File: src/rtl/dht_request_sequencer_if.sv
// Bundles the command, sensor and response-byte signals of the DHT request sequencer.
// Latency: none, wiring only.
// Backpressure: tx_ready from the consumer stalls response bytes; no other signal carries backpressure.
interface dht_request_sequencer_if;
  logic       cmd_valid;
  logic [7:0] cmd_byte;
  logic       sens_start;
  logic       sens_done;
  logic       sens_err;
  logic [7:0] sens_hum_int;
  logic [7:0] sens_hum_float;
  logic [7:0] sens_temp_int;
  logic [7:0] sens_temp_float;
  logic [7:0] sens_crc;
  logic [7:0] tx_data;
  logic       tx_valid;
  logic       tx_ready;
  logic       busy;

  // Host/sensor/consumer side: issues commands, answers reads, accepts bytes
  modport master (
    output cmd_valid, cmd_byte, sens_done, sens_err,
           sens_hum_int, sens_hum_float, sens_temp_int, sens_temp_float, sens_crc,
           tx_ready,
    input  sens_start, tx_data, tx_valid, busy
  );

  // Sequencer side
  modport slave (
    input  cmd_valid, cmd_byte, sens_done, sens_err,
           sens_hum_int, sens_hum_float, sens_temp_int, sens_temp_float, sens_crc,
           tx_ready,
    output sens_start, tx_data, tx_valid, busy
  );
endinterface

File: src/rtl/dht_request_sequencer.sv
// Decodes humidity/temperature commands, answers from a rate-limited cache or runs a sensor read, returns 3 bytes.
// Latency: cache hit or bad command -> first byte 2 cycles after cmd_valid; sensor read -> 2 cycles after sens_done.
// Backpressure: each response byte is held until tx_ready; the FSM waits in SENDn indefinitely, commands are dropped while busy.
module dht_request_sequencer #(
  parameter int unsigned MIN_INTERVAL = 100000000,
  parameter int unsigned TIMEOUT      = 5000000
) (
  input  logic                   clk,
  input  logic                   rst,
  dht_request_sequencer_if.slave bus
);

  localparam logic [26:0] IVL_SAT  = 27'(MIN_INTERVAL);
  // WAIT_DONE gives up on the edge where its counter reaches TIMEOUT-1, which
  // places the timeout response exactly TIMEOUT cycles after the START cycle.
  localparam logic [26:0] TMO_LAST = 27'(TIMEOUT - 2);

  localparam logic [7:0] CMD_HUM    = 8'h01;
  localparam logic [7:0] CMD_TEMP   = 8'h02;
  localparam logic [7:0] RSP_FRESH  = 8'h00;
  localparam logic [7:0] RSP_CACHED = 8'h01;
  localparam logic [7:0] RSP_SENS   = 8'hE1;
  localparam logic [7:0] RSP_CRC    = 8'hE2;
  localparam logic [7:0] RSP_TMO    = 8'hE3;
  localparam logic [7:0] RSP_CMD    = 8'hEE;

  typedef enum logic [2:0] {
    IDLE, DECODE, START, WAIT_DONE, CHECK, SEND0, SEND1, SEND2
  } state_t;

  state_t      state, state_nxt;

  logic [7:0]  cmd;
  logic [26:0] ivl_cnt;
  logic [26:0] tmo_cnt;

  logic        cache_valid;
  logic [7:0]  c_hum_int, c_hum_flt, c_tmp_int, c_tmp_flt;

  logic        cap_err;
  logic [7:0]  cap_hum_int, cap_hum_flt, cap_tmp_int, cap_tmp_flt, cap_crc;

  logic [7:0]  rsp0, rsp1, rsp2;

  logic        cmd_ok, cache_hit, tmo_hit, crc_ok, read_good;

  assign cmd_ok    = (cmd == CMD_HUM) || (cmd == CMD_TEMP);
  assign cache_hit = cache_valid && (ivl_cnt < IVL_SAT);
  assign tmo_hit   = (tmo_cnt == TMO_LAST);
  assign crc_ok    = (8'(cap_hum_int + cap_hum_flt + cap_tmp_int + cap_tmp_flt) == cap_crc);
  assign read_good = (state == CHECK) && !cap_err && crc_ok;

  function automatic logic [15:0] pick_pair(input logic [7:0] sel,
                                            input logic [7:0] hi, input logic [7:0] hf,
                                            input logic [7:0] ti, input logic [7:0] tf);
    return (sel == CMD_HUM) ? {hi, hf} : {ti, tf};
  endfunction

  // State register
  always_ff @(posedge clk) begin
    if (rst) state <= IDLE;
    else     state <= state_nxt;
  end

  // Next-state: sensor done beats timeout; SENDn advances only on handshake
  always_comb begin
    state_nxt = state;
    case (state)
      IDLE:      if (bus.cmd_valid) state_nxt = DECODE;
      DECODE:    state_nxt = (!cmd_ok || cache_hit) ? SEND0 : START;
      START:     state_nxt = WAIT_DONE;
      WAIT_DONE: begin
        if (bus.sens_done)  state_nxt = CHECK;
        else if (tmo_hit)   state_nxt = SEND0;
      end
      CHECK:     state_nxt = SEND0;
      SEND0:     if (bus.tx_ready) state_nxt = SEND1;
      SEND1:     if (bus.tx_ready) state_nxt = SEND2;
      SEND2:     if (bus.tx_ready) state_nxt = IDLE;
      default:   state_nxt = IDLE;
    endcase
  end

  // Outputs decoded from state; the response register is only visible in SENDn
  always_comb begin
    bus.sens_start = 1'b0;
    bus.tx_valid   = 1'b0;
    bus.tx_data    = 8'h00;
    bus.busy       = (state != IDLE);
    case (state)
      START: bus.sens_start = 1'b1;
      SEND0: begin bus.tx_valid = 1'b1; bus.tx_data = rsp0; end
      SEND1: begin bus.tx_valid = 1'b1; bus.tx_data = rsp1; end
      SEND2: begin bus.tx_valid = 1'b1; bus.tx_data = rsp2; end
      default: ;
    endcase
  end

  // Interval since the last good read: free-running, saturating, cleared only by a good read
  always_ff @(posedge clk) begin
    if (rst)                      ivl_cnt <= IVL_SAT;
    else if (read_good)           ivl_cnt <= '0;
    else if (ivl_cnt < IVL_SAT)   ivl_cnt <= ivl_cnt + 27'd1;
  end

  // Command latch, sensor capture, cache update and response formation
  always_ff @(posedge clk) begin
    if (rst) begin
      cmd         <= 8'h00;
      tmo_cnt     <= '0;
      cache_valid <= 1'b0;
      c_hum_int   <= 8'h00;
      c_hum_flt   <= 8'h00;
      c_tmp_int   <= 8'h00;
      c_tmp_flt   <= 8'h00;
      cap_err     <= 1'b0;
      cap_hum_int <= 8'h00;
      cap_hum_flt <= 8'h00;
      cap_tmp_int <= 8'h00;
      cap_tmp_flt <= 8'h00;
      cap_crc     <= 8'h00;
      rsp0        <= 8'h00;
      rsp1        <= 8'h00;
      rsp2        <= 8'h00;
    end else begin
      case (state)
        IDLE: if (bus.cmd_valid) cmd <= bus.cmd_byte;
        DECODE: begin
          if (!cmd_ok) begin
            rsp0 <= RSP_CMD; rsp1 <= 8'h00; rsp2 <= 8'h00;
          end else if (cache_hit) begin
            rsp0 <= RSP_CACHED;
            {rsp1, rsp2} <= pick_pair(cmd, c_hum_int, c_hum_flt, c_tmp_int, c_tmp_flt);
          end
        end
        START: tmo_cnt <= '0;
        WAIT_DONE: begin
          tmo_cnt <= tmo_cnt + 27'd1;
          if (bus.sens_done) begin
            cap_err     <= bus.sens_err;
            cap_hum_int <= bus.sens_hum_int;
            cap_hum_flt <= bus.sens_hum_float;
            cap_tmp_int <= bus.sens_temp_int;
            cap_tmp_flt <= bus.sens_temp_float;
            cap_crc     <= bus.sens_crc;
          end else if (tmo_hit) begin
            rsp0 <= RSP_TMO; rsp1 <= 8'h00; rsp2 <= 8'h00;
          end
        end
        CHECK: begin
          if (cap_err) begin
            rsp0 <= RSP_SENS; rsp1 <= 8'h00; rsp2 <= 8'h00;
          end else if (!crc_ok) begin
            rsp0 <= RSP_CRC; rsp1 <= 8'h00; rsp2 <= 8'h00;
          end else begin
            cache_valid <= 1'b1;
            c_hum_int   <= cap_hum_int;
            c_hum_flt   <= cap_hum_flt;
            c_tmp_int   <= cap_tmp_int;
            c_tmp_flt   <= cap_tmp_flt;
            rsp0        <= RSP_FRESH;
            {rsp1, rsp2} <= pick_pair(cmd, cap_hum_int, cap_hum_flt, cap_tmp_int, cap_tmp_flt);
          end
        end
        default: ;
      endcase
    end
  end

endmodule

File: src/flat_wrapper.sv
// flat-port wrapper written by rule: the top's interface ports become plain ports
module dht_request_sequencer_flat 
#(
  parameter int unsigned MIN_INTERVAL = 100000000,
  parameter int unsigned TIMEOUT      = 5000000
)
  (clk, rst, bus_cmd_valid, bus_cmd_byte, bus_sens_done, bus_sens_err, bus_sens_hum_int, bus_sens_hum_float, bus_sens_temp_int, bus_sens_temp_float, bus_sens_crc, bus_tx_ready, bus_sens_start, bus_tx_data, bus_tx_valid, bus_busy);
  dht_request_sequencer_if bus_i ();
  input  logic clk;
  input  logic rst;
  input wire logic [$bits(bus_i.cmd_valid)-1:0] bus_cmd_valid;
  input wire logic [$bits(bus_i.cmd_byte)-1:0] bus_cmd_byte;
  input wire logic [$bits(bus_i.sens_done)-1:0] bus_sens_done;
  input wire logic [$bits(bus_i.sens_err)-1:0] bus_sens_err;
  input wire logic [$bits(bus_i.sens_hum_int)-1:0] bus_sens_hum_int;
  input wire logic [$bits(bus_i.sens_hum_float)-1:0] bus_sens_hum_float;
  input wire logic [$bits(bus_i.sens_temp_int)-1:0] bus_sens_temp_int;
  input wire logic [$bits(bus_i.sens_temp_float)-1:0] bus_sens_temp_float;
  input wire logic [$bits(bus_i.sens_crc)-1:0] bus_sens_crc;
  input wire logic [$bits(bus_i.tx_ready)-1:0] bus_tx_ready;
  output wire logic [$bits(bus_i.sens_start)-1:0] bus_sens_start;
  output wire logic [$bits(bus_i.tx_data)-1:0] bus_tx_data;
  output wire logic [$bits(bus_i.tx_valid)-1:0] bus_tx_valid;
  output wire logic [$bits(bus_i.busy)-1:0] bus_busy;
  assign bus_i.cmd_valid = bus_cmd_valid;
  assign bus_i.cmd_byte = bus_cmd_byte;
  assign bus_i.sens_done = bus_sens_done;
  assign bus_i.sens_err = bus_sens_err;
  assign bus_i.sens_hum_int = bus_sens_hum_int;
  assign bus_i.sens_hum_float = bus_sens_hum_float;
  assign bus_i.sens_temp_int = bus_sens_temp_int;
  assign bus_i.sens_temp_float = bus_sens_temp_float;
  assign bus_i.sens_crc = bus_sens_crc;
  assign bus_i.tx_ready = bus_tx_ready;
  assign bus_sens_start = bus_i.sens_start;
  assign bus_tx_data = bus_i.tx_data;
  assign bus_tx_valid = bus_i.tx_valid;
  assign bus_busy = bus_i.busy;
  dht_request_sequencer #(.MIN_INTERVAL(MIN_INTERVAL), .TIMEOUT(TIMEOUT)) u_core (.clk(clk), .rst(rst), .bus(bus_i));
endmodule
File: config.mk
export PLATFORM = sky130hd
export DESIGN_NAME = dht_request_sequencer_flat
export DESIGN_NICKNAME = d
export VERILOG_FILES = /design/src/rtl/dht_request_sequencer_if.sv /design/src/rtl/dht_request_sequencer.sv /design/src/flat_wrapper.sv
export SDC_FILE = /design/constraint.sdc
export NUM_CORES = 1
export LEC_CHECK = 0
export CAP_MARGIN = 30
export CORE_ASPECT_RATIO = 0.9
export CORE_UTILIZATION = 59
export DETAILED_ROUTE_END_ITERATION = 6
export PLACE_DENSITY = 0.78
export SLEW_MARGIN = 20
export SYNTH_ARGS = -nofsm -noshare
export SYNTH_HDL_FRONTEND = slang
export SYNTH_SLANG_ARGS = --single-unit
export TNS_END_PERCENT = 50
File: constraint.sdc
create_clock -name clk -period 8.3 [get_ports clk]
set_input_delay 2.075 -clock clk [delete_from_list [all_inputs] [get_ports clk]]
set_output_delay 2.075 -clock clk [all_outputs]
set_load 0.01 [all_outputs]
; ---- Word-level counts from Yosys, hierarchy flattened
; Index checks and enable logic that the tools add are counted.
[word_totals]
ff_bits = 163
wordCells = 99
[classes]
addsub = 5
magnitude_cmp = 1
n_eq_ne = 19
n_mux = 35
bitwise_logic = 1
reduce_logical = 19
[op_table]
columns = operator, n
row1 = $mux W8, 16
row2 = $pmux W8 S3, 4
row3 = $add A27 B1 Y27 const B, 2
row4 = $mux W27, 2
row5 = $pmux W27 S2, 1
row6 = $mux W16, 2
row7 = $eq A27 B23 Y1 const B, 1
row8 = $lt A27 B27 Y1 const B, 1
row9 = $add A8 B8 Y8, 3
row10 = $pmux W3 S8, 1
row11 = $mux W3, 7
row12 = $eq A3 B3 Y1 const B, 4
row13 = $ne A2 B2 Y1 const B, 5
row14 = $eq A8 B1 Y1 const B, 1
row15 = $eq A8 B2 Y1 const B, 1
row16 = $eq A8 B8 Y1, 1
row17 = $eq A3 B2 Y1 const B, 2
row18 = $reduce_bool A3 Y1, 2
row19 = $reduce_and A5 Y1, 1
row20 = $reduce_and A2 Y1, 2
row21 = $reduce_and A4 Y1, 1
row22 = $reduce_bool A2 Y1, 2
row23 = $eq A3 B1 Y1 const B, 1
row24 = $logic_and A1 B1 Y1, 3
row25 = other kinds (11), 14

; ---- Logic depth before layout (Yosys ltp)
; Gate-level depths: netlist of run 1.
[logic_depth]
ltp_word = 7
ltp_mapped = 15
mapped_depth_nobuf = 12

; ---- Worst setup path after synthesis of run 1
; Ideal clock, no wire load.
[synth_timing]
path_type = reg2out
from = reg u_core.state[0]
to = out bus_tx_data[0]
arrival_ps = 1712
setup_slack_ps = 4513
stages_incl_launch_ff = 7
path_buffers = 3
cell_sequence = dfxtp_1 -> clkbuf_1 -> clkbuf_1 -> clkbuf_1 -> mux2_2 -> a21oi_1 -> nor2_1
[synth_between]
elab_chain_cells = 2
[synth_lines]
columns = item, line_no
row1 = start: declaration, dht_request_sequencer.sv:31  ; state_t state, state_nxt;
row2 = start signal: assignment, dht_request_sequencer.sv:62  ; else state <= state_nxt;
row3 = $eq A3 B3 Y1, dht_request_sequencer.sv:90  ; case (state)
row4 = $pmux W8 S3 *, dht_request_sequencer.sv:90
row5 = end: declaration, flat_wrapper.sv:22  ; output wire logic [$bits(bus_i.tx_data)-1:0] bus_tx_data;
; Mark *: on every way between the ends. The rest lies on a longest branch, timed or not.

; ---- Final worst setup path of run 1
[layout_timing]
from = reg u_core.state[1]
to = out bus_sens_start
[layout_between]
elab_chain_cells = 2
[layout_lines]
columns = item, line_no
row1 = $eq A3 B2 Y1, dht_request_sequencer.sv:90
row2 = $mux W1, dht_request_sequencer.sv:90
row3 = end: declaration, flat_wrapper.sv:21  ; output wire logic [$bits(bus_i.sens_start)-1:0] bus_sens_start;
; No other way between the ends.

==> impl_metrics.env, run 1 <==
export IMPL_crit_path_cell_trace="nor2b_1 > nand2_1 > inv_1 > clkdlybuf4s50_1"
export IMPL_place_gp_congestion=0.839
export IMPL_share_of_layout_cells_above_drive_strength_1_pct=8.30
export IMPL_cp_max_fo=27
export IMPL_setup_worst_path_class="flip-flop to primary output"
export IMPL_synthSimpleGateAreaFrac_pct=22.9
export IMPL_filler_cells_inserted=1078
export IMPL_clock_transition_at_the_registers_of_the_reported_paths_ns=0.06
export IMPL_post_route_min_period_ns=5.18
export IMPL_cp_slowest_stage_delay_ns=0.83
export IMPL_cts_buffers=17
export IMPL_crit_path_start_kind="flip-flop"
export IMPL_final_nets=1090
export IMPL_compound_gate_fraction_of_synth_area_pct=16.8
export IMPL_fin_crit_sh_pct=62.5
export IMPL_p_int_mw=1.52
export IMPL_pwr_share_comb_pct=23.0
export IMPL_worst_pin_slew_ns=0.922
export IMPL_timing_max_cap_violations=0
export IMPL_clock_power_share_pct=38.2
export IMPL_synth_async_reset_ratio_pct=0
export IMPL_max_clock_freq_mhz=193
export IMPL_status="complete, no violations"
export IMPL_dr_total_vias=7178
export IMPL_post_synth_inst_count=981
export IMPL_clock_sink_count=159
export IMPL_drt_total_wl_microns=19500
export IMPL_grt_start_max_net_pins=91
export IMPL_ir_drop_uv=194
export IMPL_insertion_delay_ns=0.43
export IMPL_overflow=0
export IMPL_finish_instance_area_sq_mm=0.00950
export IMPL_p_seq_share_pct=38.9
export IMPL_drtIter0Drc=804
export IMPL_placement_io_buffers=64
export IMPL_cts_hold_buffers_added=0
export IMPL_synth_adder_area_share_pct=5.09
export IMPL_die_area_sq_mm=0.0143
export IMPL_cts_root_buffer="clkbuf_16"
export IMPL_via_per_inst=6.02
export IMPL_synth_top_family_by_area="simple AND/OR/NAND/NOR gates"
export IMPL_postcts_resize_cnt=0
export IMPL_worst_slack_ns=3.12
export IMPL_placedInstanceArea_sq_mm=0.00885
export IMPL_holdCritPathClass="flip-flop to flip-flop"
export IMPL_routed_wire_length_per_instance_microns=16.4
export IMPL_switching_power_mw=0.688
export IMPL_power_switching_fraction_pct=31.2
export IMPL_crit_required_ns=6.23
export IMPL_dieWidth_microns=126
export IMPL_first_global_vias=6666
export IMPL_net_count_after_synthesis=1059
export IMPL_hold_viol_final=0
export IMPL_antenna_found_initial=0
export IMPL_antenna_cells_inserted=0
export IMPL_holdWs_ns=0.456
export IMPL_dp_worst_setup_slack_ns=3.65
export IMPL_syn_mean_instance_area_sq_um=8.31
export IMPL_yosysWarnings=0
export IMPL_fin_tns_setup_ns=0
export IMPL_max_slew_margin_rel_pct=38.5
export IMPL_post_synth_instance_area_sq_mm=0.00816
export IMPL_cp_end_kind="primary output"
export IMPL_top_reg_cell_synth="dfxtp_1"
export IMPL_synth_seq_cells=159
export IMPL_cts_buffer_depth=2
export IMPL_design_core_area_sq_mm=0.0134
export IMPL_finalClockSkew_ns=0.0101
export IMPL_tritoncts_clock_tree="built"
export IMPL_worst_path_max_delay_cell="dfxtp_1"
export IMPL_post_dp_hpwl_microns=12900
export IMPL_synth_xor_area_share_pct=4.80
export IMPL_row_count=40
export IMPL_rsz0062_at_grt="no"
export IMPL_post_cts_setup_buffer_count=0
export IMPL_post_route_drc_count=0
export IMPL_muxShareOfSynthArea_pct=6.52
export IMPL_floorplan_initialDensity_pct=60.8
export IMPL_drt_pass1_iterations=6
export IMPL_synth_enable_flop_cells=0
export IMPL_die_height_microns=114
export IMPL_grt_pass1_wl_microns=32700
export IMPL_grt_usage_pct=28.5
export IMPL_power_per_cell_area_mw_per_mm2=232
export IMPL_antenna_left=0
export IMPL_leakage_power_of_the_design_nw=3.39
export IMPL_critPathArrivalTime_ns=3.11
export IMPL_finalCoreUtilization_pct=70.8
export IMPL_post_synth_num_cell_types=66
export IMPL_clock_tree_htree_level_count=4
export IMPL_num_io_pins=65
export IMPL_syn_to_final_growth_pct=16.4
export IMPL_slew_violations=0
export IMPL_synth_yosys_seq_area_share_pct=39.0
export IMPL_total_setup_violations_reported_at_the_end_of_the_flow=0
logic make-up after synthesis:
logic type               after synthesis
XOR/XNOR                              40
AO/OA/AOI/OAI                        233
multiplexers                          51
flip-flops                           159
adder cells (fa/ha/maj)               25
AND/OR/NAND/NOR                      378
buffers and inverters                 95
cell usage in the layout (no fill, tap or decap), types with 4 or more instances in the layout:
cell type / synthesis / layout
dfxtp_1: 159 / 159
nand2_1: 150 / 150
a21oi_1: 112 / 112
nor2_1: 69 / 68
clkdlybuf4s50_1: 0 / 63
nand4_1: 53 / 53
o21ai_1: 47 / 47
mux2i_1: 34 / 34
inv_1: 26 / 26
nand3_1: 26 / 26
xor2_1: 21 / 20
o31ai_1: 17 / 17
clkbuf_16: 0 / 17
nor3_2: 16 / 16
a31oi_1: 16 / 16
buf_4: 2 / 16
nor3_1: 15 / 15
xnor2_1: 16 / 15
fa_1: 14 / 14
and3_1: 13 / 13
mux2_2: 11 / 11
ha_1: 10 / 10
mux2_1: 6 / 6
nor4_1: 5 / 5
nor2b_1: 4 / 4
a21o_1: 4 / 4
o21a_1: 4 / 4
and2_1: 4 / 4
o21ai_0: 4 / 4
bufinv_16: 0 / 4
final cells by class:
| type | count | area, sq um | share of cell area (%) |
|---|---|---|---|
| flip-flops and latches | 159 | 3180 | 33.5 |
| repair buffers | 81 | 769 | 8.10 |
| clock inverters | 8 | 154 | 1.62 |
| clock buffers | 23 | 478 | 5.03 |
| inverters | 26 | 97.6 | 1.03 |
| multi-input cells | 727 | 4600 | 48.5 |
| well taps | 168 | 210 | 2.21 |
synthesized netlist by cell type, types with 3 or more instances:
cell type  number  share of area (%)
o2111ai_1       3               0.32
a31oi_1        16                1.2
or2_0           3               0.23
nand2_1       150                6.9
fa_1           14                3.4
clkbuf_1       58                2.7
nand4_1        53                4.1
o21a_1          4               0.37
a211oi_1        3               0.28
nor2b_1         4               0.31
o21ai_1        47                2.9
inv_1          26                1.2
a21oi_1       112                6.9
xor2_1         21                2.3
nor4b_1         3               0.32
nand3b_1        3               0.28
a21o_1          4               0.37
nor3_1         15               0.92
mux2_1          6               0.83
nand3_1        26                1.6
mux2_2         11                1.5
dfxtp_1       159                 39
xnor3_1         3               0.83
mux2i_1        34                4.2
nor3_2         16                2.0
buf_2           5               0.31
o31ai_1        17                1.6
xnor2_1        16                1.7
and2_1          4               0.31
nor2_1         69                3.2
o21ai_0         4               0.25
nor4_1          5               0.38
ha_1           10                1.5
and3_1         13                1.0
buf_6           3               0.41
power by group through the flow:
stage          clock network, mW  logic, mW  registers [mW]
2_1_floorplan                  0      0.398           0.854
3_3_place_gp                   0      0.494           0.871
3_5_place_dp                   0      0.500           0.872
4_1_cts                    0.846      0.502           0.856
5_1_grt                    0.884      0.553           0.865
6_report                   0.842      0.507           0.857
metal layers:
layer | global-route usage, % | routed length (microns) | vias up
met3 | 5.91 | 983 | 21
li1 | - | - | 3539
met1 | 39.7 | 9200 | 3417
met2 | 44.5 | 9080 | 201
met4 | 8.76 | 268 | 0
met5 | 0 | 0 | -
state kept, by name, summed over array words and instances (netlist names):
register,cells
u_core.c_hum_flt,8
u_core.c_hum_int,8
u_core.c_tmp_flt,8
u_core.c_tmp_int,8
u_core.cache_valid,1
u_core.cap_crc,8
u_core.cap_err,1
u_core.cap_hum_flt,8
u_core.cap_hum_int,8
u_core.cap_tmp_flt,8
u_core.cap_tmp_int,8
u_core.cmd,8
u_core.ivl_cnt,27
u_core.rsp0,4
u_core.rsp1,8
u_core.rsp2,8
u_core.state,3
u_core.tmo_cnt,27
critical path, delay by kind of cell (launching register included):
kind                   cells  cell delay [ns]
and+or+nand+nor            2             0.99
buffers and inverters      2             0.85
DFF                        1             0.83
stage by stage:
| step | cells | power [mW] |
|---|---|---|
| 4_1_cts | 1191 | 2.20 |
| 3_5_place_dp | 1160 | 1.37 |
| 2_1_floorplan | 981 | 1.25 |
| 3_3_place_gp | 1159 | 1.37 |
| 6_report | 1192 | 2.21 |
| 5_1_grt | 1192 | 2.30 |
worst paths after layout:
check / to / slack, ns / start / cells past startpoint
setup / recovery: bus_sens_start / 3.12 / u_core.state[1]$_SDFFE_PP0P_ / 4
setup reg to reg: u_core.ivl_cnt[26]$_SDFFE_PP1P_ / 4.05 / u_core.cap_tmp_flt[1]$_SDFFE_PP0P_ / 14
hold / removal: u_core.cmd[3]$_SDFFE_PP0P_ / 0.46 / u_core.cmd[3]$_SDFFE_PP0P_ / 2
hold reg to reg: u_core.cmd[3]$_SDFFE_PP0P_ / 0.46 / u_core.cmd[3]$_SDFFE_PP0P_ / 2
Power figures use the tool's default switching activity.
==> inputs of run 2 (changes only) <==
Settings changed: CORE_UTILIZATION 59 to 53, PLACE_DENSITY 0.78 to 0.74.
Clock period 8.3 ns to 4.55 ns, I/O delays scaled along.
==> run 2 against run 1 <==
Compared with the run above:
- total power grew 73%
- via count grew 0.39%
- flip-flop and latch count is the same
- clock power grew 54%
- cell count grew 2.8%
- die area grew 11%
- global-route usage shrank 2.2 points
- core utilization shrank 7.0 points
- largest power group unchanged
- register-to-register slack lost 3.4 ns
- clock skew shrank 0.00094 ns
==> impl_metrics.env, run 2 (synthesized netlist as in run 1, its figures left out) <==
export IMPL_status="complete, no violations"
export IMPL_holdCritPathClass="flip-flop to flip-flop"
export IMPL_crit_required_ns=4.85
export IMPL_first_global_vias=6602
export IMPL_total_power_mw=3.81
export IMPL_timing_max_cap_violations=0
export IMPL_worst_pin_slew_ns=0.889
export IMPL_clock_sink_count=159
export IMPL_post_dp_hpwl_microns=13500
export IMPL_hold_start="u_core.cap_crc[7]$_SDFFE_PP0P_"
export IMPL_most_numerous_cell_on_the_critical_path="fa_1"
export IMPL_worst_path_max_delay_cell="fa_1"
export IMPL_cts_buffer_depth=2
export IMPL_power_per_cell_area_mw_per_mm2=402
export IMPL_drt_total_wl_microns=19900
export IMPL_filler_cells_inserted=1303
export IMPL_fin_tns_setup_ns=0
export IMPL_crit_path_cell_trace="fa_1 > fa_1 > ha_1 > a211oi_1 > o21bai_1 > a21oi_1 > xnor2_2 > and3_1 > buf_4 > o21ai_1"
export IMPL_final_nets=1096
export IMPL_clock_tree_htree_level_count=4
export IMPL_die_area_sq_mm=0.0159
export IMPL_grt_usage_pct=26.2
export IMPL_cp_max_fo=28
export IMPL_crit_path_start_kind="flip-flop"
export IMPL_critical_path_n_buffers_inverters=1
export IMPL_dr_total_vias=7206
export IMPL_layout_top_registers="u_core.ivl_cnt: 27 flops, u_core.tmo_cnt: 27 flops"
export IMPL_fin_crit_sh_pct=86.3
export IMPL_most_common_layout_cells="dfxtp_1 (159), nand2_1 (150), a21oi_1 (112)"
export IMPL_grt_pass1_wl_microns=33300
export IMPL_post_route_min_period_ns=3.93
export IMPL_layout_commonest_cell="dfxtp_1"
export IMPL_floorplan_initialDensity_pct=54.8
export IMPL_holdWs_ns=0.456
export IMPL_routed_wire_length_per_instance_microns=16.3
export IMPL_critical_path_reg2reg_startpoint="u_core.cap_tmp_int[2]$_SDFFE_PP0P_"
export IMPL_postcts_resize_cnt=0
export IMPL_row_count=42
export IMPL_syn_to_final_growth_pct=16.3
export IMPL_cp_slowest_stage_delay_ns=0.53
export IMPL_place_gp_congestion=0.896
export IMPL_critPathArrivalTime_ns=4.23
export IMPL_die_height_microns=120
export IMPL_rsz0062_at_grt="no"
export IMPL_insertion_delay_ns=0.43
export IMPL_finalClockSkew_ns=0.00918
export IMPL_post_cts_setup_buffer_count=0
export IMPL_slew_violations=0
export IMPL_cts_buffers=17
export IMPL_drtIter0Drc=645
export IMPL_dieWidth_microns=133
export IMPL_max_slew_margin_rel_pct=40.5
export IMPL_clock_transition_at_the_registers_of_the_reported_paths_ns=0.06
export IMPL_grt_start_max_net_pins=76
export IMPL_share_of_layout_cells_above_drive_strength_1_pct=8.57
export IMPL_ir_drop_uv=285
export IMPL_cp_end_kind="flip-flop"
export IMPL_cts_hold_buffers_added=0
export IMPL_leakage_power_of_the_design_nw=3.39
export IMPL_overflow=0
export IMPL_setup_worst_path_class="flip-flop to flip-flop"
export IMPL_drt_pass1_iterations=6
export IMPL_tritoncts_clock_tree="built"
export IMPL_cts_root_buffer="clkbuf_16"
export IMPL_design_core_area_sq_mm=0.0149
export IMPL_antenna_left=0
export IMPL_antenna_cells_inserted=0
export IMPL_num_io_pins=65
export IMPL_max_clock_freq_mhz=255
export IMPL_crit_path_start="u_core.cap_tmp_int[2]$_SDFFE_PP0P_"
export IMPL_post_route_drc_count=0
export IMPL_placement_io_buffers=64
export IMPL_finalCoreUtilization_pct=63.8
export IMPL_hold_viol_final=0
export IMPL_antenna_found_initial=0
export IMPL_critPathTopFamily="adder cells"
export IMPL_via_per_inst=5.88
export IMPL_total_setup_violations_reported_at_the_end_of_the_flow=0
run 2: final cells by class:
class / count / area [sq um] / area share, %
repair buffers: 87 / 833 / 8.79
inverters: 26 / 97.6 / 1.03
well taps: 198 / 248 / 2.61
clock inverters: 7 / 67.6 / 0.712
flip-flops and latches: 159 / 3180 / 33.6
clock buffers: 21 / 450 / 4.75
multi-input cells: 727 / 4600 / 48.5
run 2: worst paths after layout:
check	to	slack, ns	cells past startpoint
worst max-delay path	u_core.ivl_cnt[20]$_SDFFE_PP1P_	0.62	10
worst min-delay path	u_core.cap_crc[7]$_SDFFE_PP0P_	0.46	2
worst max register to register	u_core.ivl_cnt[20]$_SDFFE_PP1P_	0.62	10
worst min register to register	u_core.cap_crc[7]$_SDFFE_PP0P_	0.46	2
run 2: worst min-delay path, cell delays in order, from the launching register on:
cell and delay [ns]:
dfxtp_1 0.31, nand2_1 0.05, a21oi_1 0.05
run 2: power by group:
group	switching [mW]	internal, mW	total [mW]
Clock	0.551	0.750	1.30
Sequential	0.0807	1.48	1.56
Combinational	0.616	0.343	0.958
Total	1.25	2.57	3.81
run 2: metrics by stage:
step / area (sq um) / worst slack [ns] / std cells
3_3_place_gp: 8920 / 0.742 / 1194
4_1_cts: 9470 / 0.678 / 1223
3_5_place_dp: 8950 / 0.707 / 1195
6_report: 9480 / 0.622 / 1225
5_1_grt: 9480 / 0.474 / 1225
2_1_floorplan: 8160 / 1.05 / 981
run 2: routing by layer:
metal,vias up,wire length [microns],track usage [%]
met1,3411,9520,37.3
met5,-,0,0
met4,0,273,7.61
li1,3555,-,-
met2,219,8940,39.6
met3,21,1200,6.04
==> inputs of run 3 (changes only) <==
Clock period 4.55 ns to 3.2 ns, I/O delays scaled along.
==> run 3 against run 2 <==
Compared with the run above:
- critical path depth up 3
- setup slack got worse by 0.97 ns
- critical endpoint is now u_core.ivl_cnt[2]$_SDFFE_PP0N_
- via count is 3.3% higher
- the run now ends with setup timing left
- non-clock buffer count grew 41
- clock skew decreased by 0.0018 ns
- cell count up 3.5%
- cell area up 8.1%
- first-iteration DRC count up 13%
- flip-flop and latch count unchanged
- die area is the same
==> impl_metrics.env, run 3 (synthesized netlist as in run 1, its figures left out) <==
export IMPL_first_global_vias=7000
export IMPL_fin_crit_sh_pct=111
export IMPL_cp_max_fo=7
export IMPL_setup_worst_path_class="flip-flop to flip-flop"
export IMPL_dieWidth_microns=133
export IMPL_most_common_layout_cells="dfxtp_1 (156), nand2_1 (150), a21oi_1 (111)"
export IMPL_holdCritPathClass="flip-flop to flip-flop"
export IMPL_most_numerous_cell_on_the_critical_path="fa_1"
export IMPL_holdWs_ns=0.456
export IMPL_final_nets=1137
export IMPL_num_io_pins=65
export IMPL_via_per_inst=5.87
export IMPL_grt_start_max_net_pins=67
export IMPL_p_int_mw=4.33
export IMPL_filler_cells_inserted=1214
export IMPL_place_gp_congestion=0.874
export IMPL_layout_commonest_cell="dfxtp_1"
export IMPL_power_per_cell_area_mw_per_mm2=605
export IMPL_pwr_share_comb_pct=25.4
export IMPL_cp_slowest_stage_delay_ns=0.54
export IMPL_layout_cells_non_filler=1268
export IMPL_tritoncts_clock_tree="built"
export IMPL_clock_sink_count=159
export IMPL_placed_cells=1233
export IMPL_critical_path_reg2reg_startpoint="u_core.cap_hum_flt[1]$_SDFFE_PP0P_"
export IMPL_antenna_found_initial=0
export IMPL_finalCoreUtilization_pct=68.9
export IMPL_post_route_drc_count=0
export IMPL_insertion_delay_ns=0.43
export IMPL_cts_hold_buffers_added=0
export IMPL_globalRoute_busiestLayer="met2"
export IMPL_placement_io_buffers=64
export IMPL_grt_use_met2_pct=42.4
export IMPL_p_seq_share_pct=35.8
export IMPL_post_dp_hpwl_microns=13800
export IMPL_ff2ff_path_depth=13
export IMPL_critPathArrivalTime_ns=3.84
export IMPL_post_route_min_period_ns=3.55
export IMPL_switching_power_mw=1.87
export IMPL_slew_violations=0
export IMPL_grt_met3_usage_pct=4.86
export IMPL_antenna_cells_inserted=0
export IMPL_dr_total_vias=7442
export IMPL_clock_power_share_pct=38.8
export IMPL_hold_viol_final=0
export IMPL_drtIter0Drc=731
export IMPL_design_core_area_sq_mm=0.0149
export IMPL_rsz0062_at_grt="yes"
export IMPL_ir_drop_uv=535
export IMPL_floorplan_initialDensity_pct=54.8
export IMPL_antenna_left=0
export IMPL_multi_input_logic_area_sq_mm=0.00479
export IMPL_max_slew_margin_rel_pct=41.2
export IMPL_grt_pass1_wl_microns=34300
export IMPL_worst_slack_ns=-0.345
export IMPL_power_switching_fraction_pct=30.2
export IMPL_leakage_power_of_the_design_nw=3.72
export IMPL_timing_max_cap_violations=0
export IMPL_max_clock_freq_mhz=282
export IMPL_row_count=42
export IMPL_timing_hold_worst_path_depth=2
export IMPL_violations="setup timing"
export IMPL_die_height_microns=120
export IMPL_cts_buffer_depth=2
export IMPL_layout_top_registers="u_core.ivl_cnt: 27 flops, u_core.tmo_cnt: 27 flops"
export IMPL_cp_end_kind="flip-flop"
export IMPL_sequential_area_sq_mm=0.00319
export IMPL_die_area_sq_mm=0.0159
export IMPL_crit_path_start_kind="flip-flop"
export IMPL_clock_transition_at_the_registers_of_the_reported_paths_ns=0.06
export IMPL_routed_wire_length_per_instance_microns=16.6
export IMPL_status="finished, violations left"
export IMPL_clock_tree_htree_level_count=4
export IMPL_finalClockSkew_ns=0.00742
export IMPL_syn_to_final_growth_pct=25.7
export IMPL_crit_path_cell_trace="fa_1 > inv_1 > fa_1 > inv_2 > ha_4 > fa_2 > xnor2_1 > nand4_1 > nor3_4 > o211a_1 > and3_4 > clkbuf_16 > nor3_2"
export IMPL_crit_required_ns=3.49
export IMPL_fin_tns_setup_ns=-22.53
export IMPL_share_of_layout_cells_above_drive_strength_1_pct=15.7
export IMPL_crit_path_start="u_core.cap_hum_flt[1]$_SDFFE_PP0P_"
export IMPL_grt_usage_pct=26.9
export IMPL_cts_root_buffer="clkbuf_16"
export IMPL_cts_buffers=17
export IMPL_hold_start="u_core.cmd[4]$_SDFFE_PP0P_"
export IMPL_worst_path_max_delay_cell="fa_1"
export IMPL_drt_pass1_iterations=5
export IMPL_met1_usage_pct=37.7
export IMPL_worst_pin_slew_ns=0.880
export IMPL_overflow=0
export IMPL_drt_total_wl_microns=21000
export IMPL_total_setup_violations_reported_at_the_end_of_the_flow=78
-- run 3: final cells by class --
class                           instances  area share (%)
Clock buffer                           20            4.55
Timing Repair Buffer                  128            12.0
Sequential cell                       159            31.1
Multi-Input combinational cell        727            46.7
Tap cell                              198            2.42
Inverter                               26           0.952
Clock inverter                         10            2.27
-- run 3: final timing paths --
check                                        end  slack (ns)
hold reg to reg       u_core.cmd[4]$_SDFFE_PP0P_        0.46
hold / removal        u_core.cmd[4]$_SDFFE_PP0P_        0.46
setup reg to reg  u_core.ivl_cnt[2]$_SDFFE_PP0N_       -0.35
setup / recovery  u_core.ivl_cnt[2]$_SDFFE_PP0N_       -0.35
-- run 3: per-stage QoR --
| step | power (mW) | setup slack (ns) | cell area, sq um |
|---|---|---|---|
| after global routing | 6.46 | -0.477 | 10300 |
| after detailed placement | 3.68 | -0.304 | 9310 |
| after CTS | 6.09 | -0.305 | 10000 |
| final | 6.20 | -0.345 | 10300 |
| after floorplan | 3.28 | -0.199 | 8210 |
| after global placement | 3.66 | -0.180 | 9310 |
-- run 3: layer usage --
layer,routed length [microns],up-vias
met5,0,-
met4,299,0
met3,1130,34
met2,9920,237
met1,9670,3538
li1,-,3633
-- run 3: power groups by stage --
stage / registers (mW) / logic [mW] / clock network (mW)
final: 2.22 / 1.58 / 2.41
after global routing: 2.23 / 1.70 / 2.53
after CTS: 2.22 / 1.45 / 2.43
after detailed placement: 2.26 / 1.43 / 0
after global placement: 2.25 / 1.41 / 0
after floorplan: 2.21 / 1.06 / 0
-- run 3: worst max-delay path, delay by kind of cell (launching register included) --
kind / cells / cell delay, ns
AND/OR/NAND/NOR: 4 / 0.69
buffers and inverters: 3 / 0.28
AO/OA/AOI/OAI: 1 / 0.26
XOR/XNOR: 1 / 0.12
flip-flops: 1 / 0.33
adder cells (fa/ha/maj): 4 / 1.72
-- run 3: what timing repair did --
action	CTS	global route
gates cloned	0	3
gates resized for setup	5	26
hold endpoints to repair	0	0
pin swaps	10	5
endpoints found under the setup margin	80	78
buffers inserted	0	1
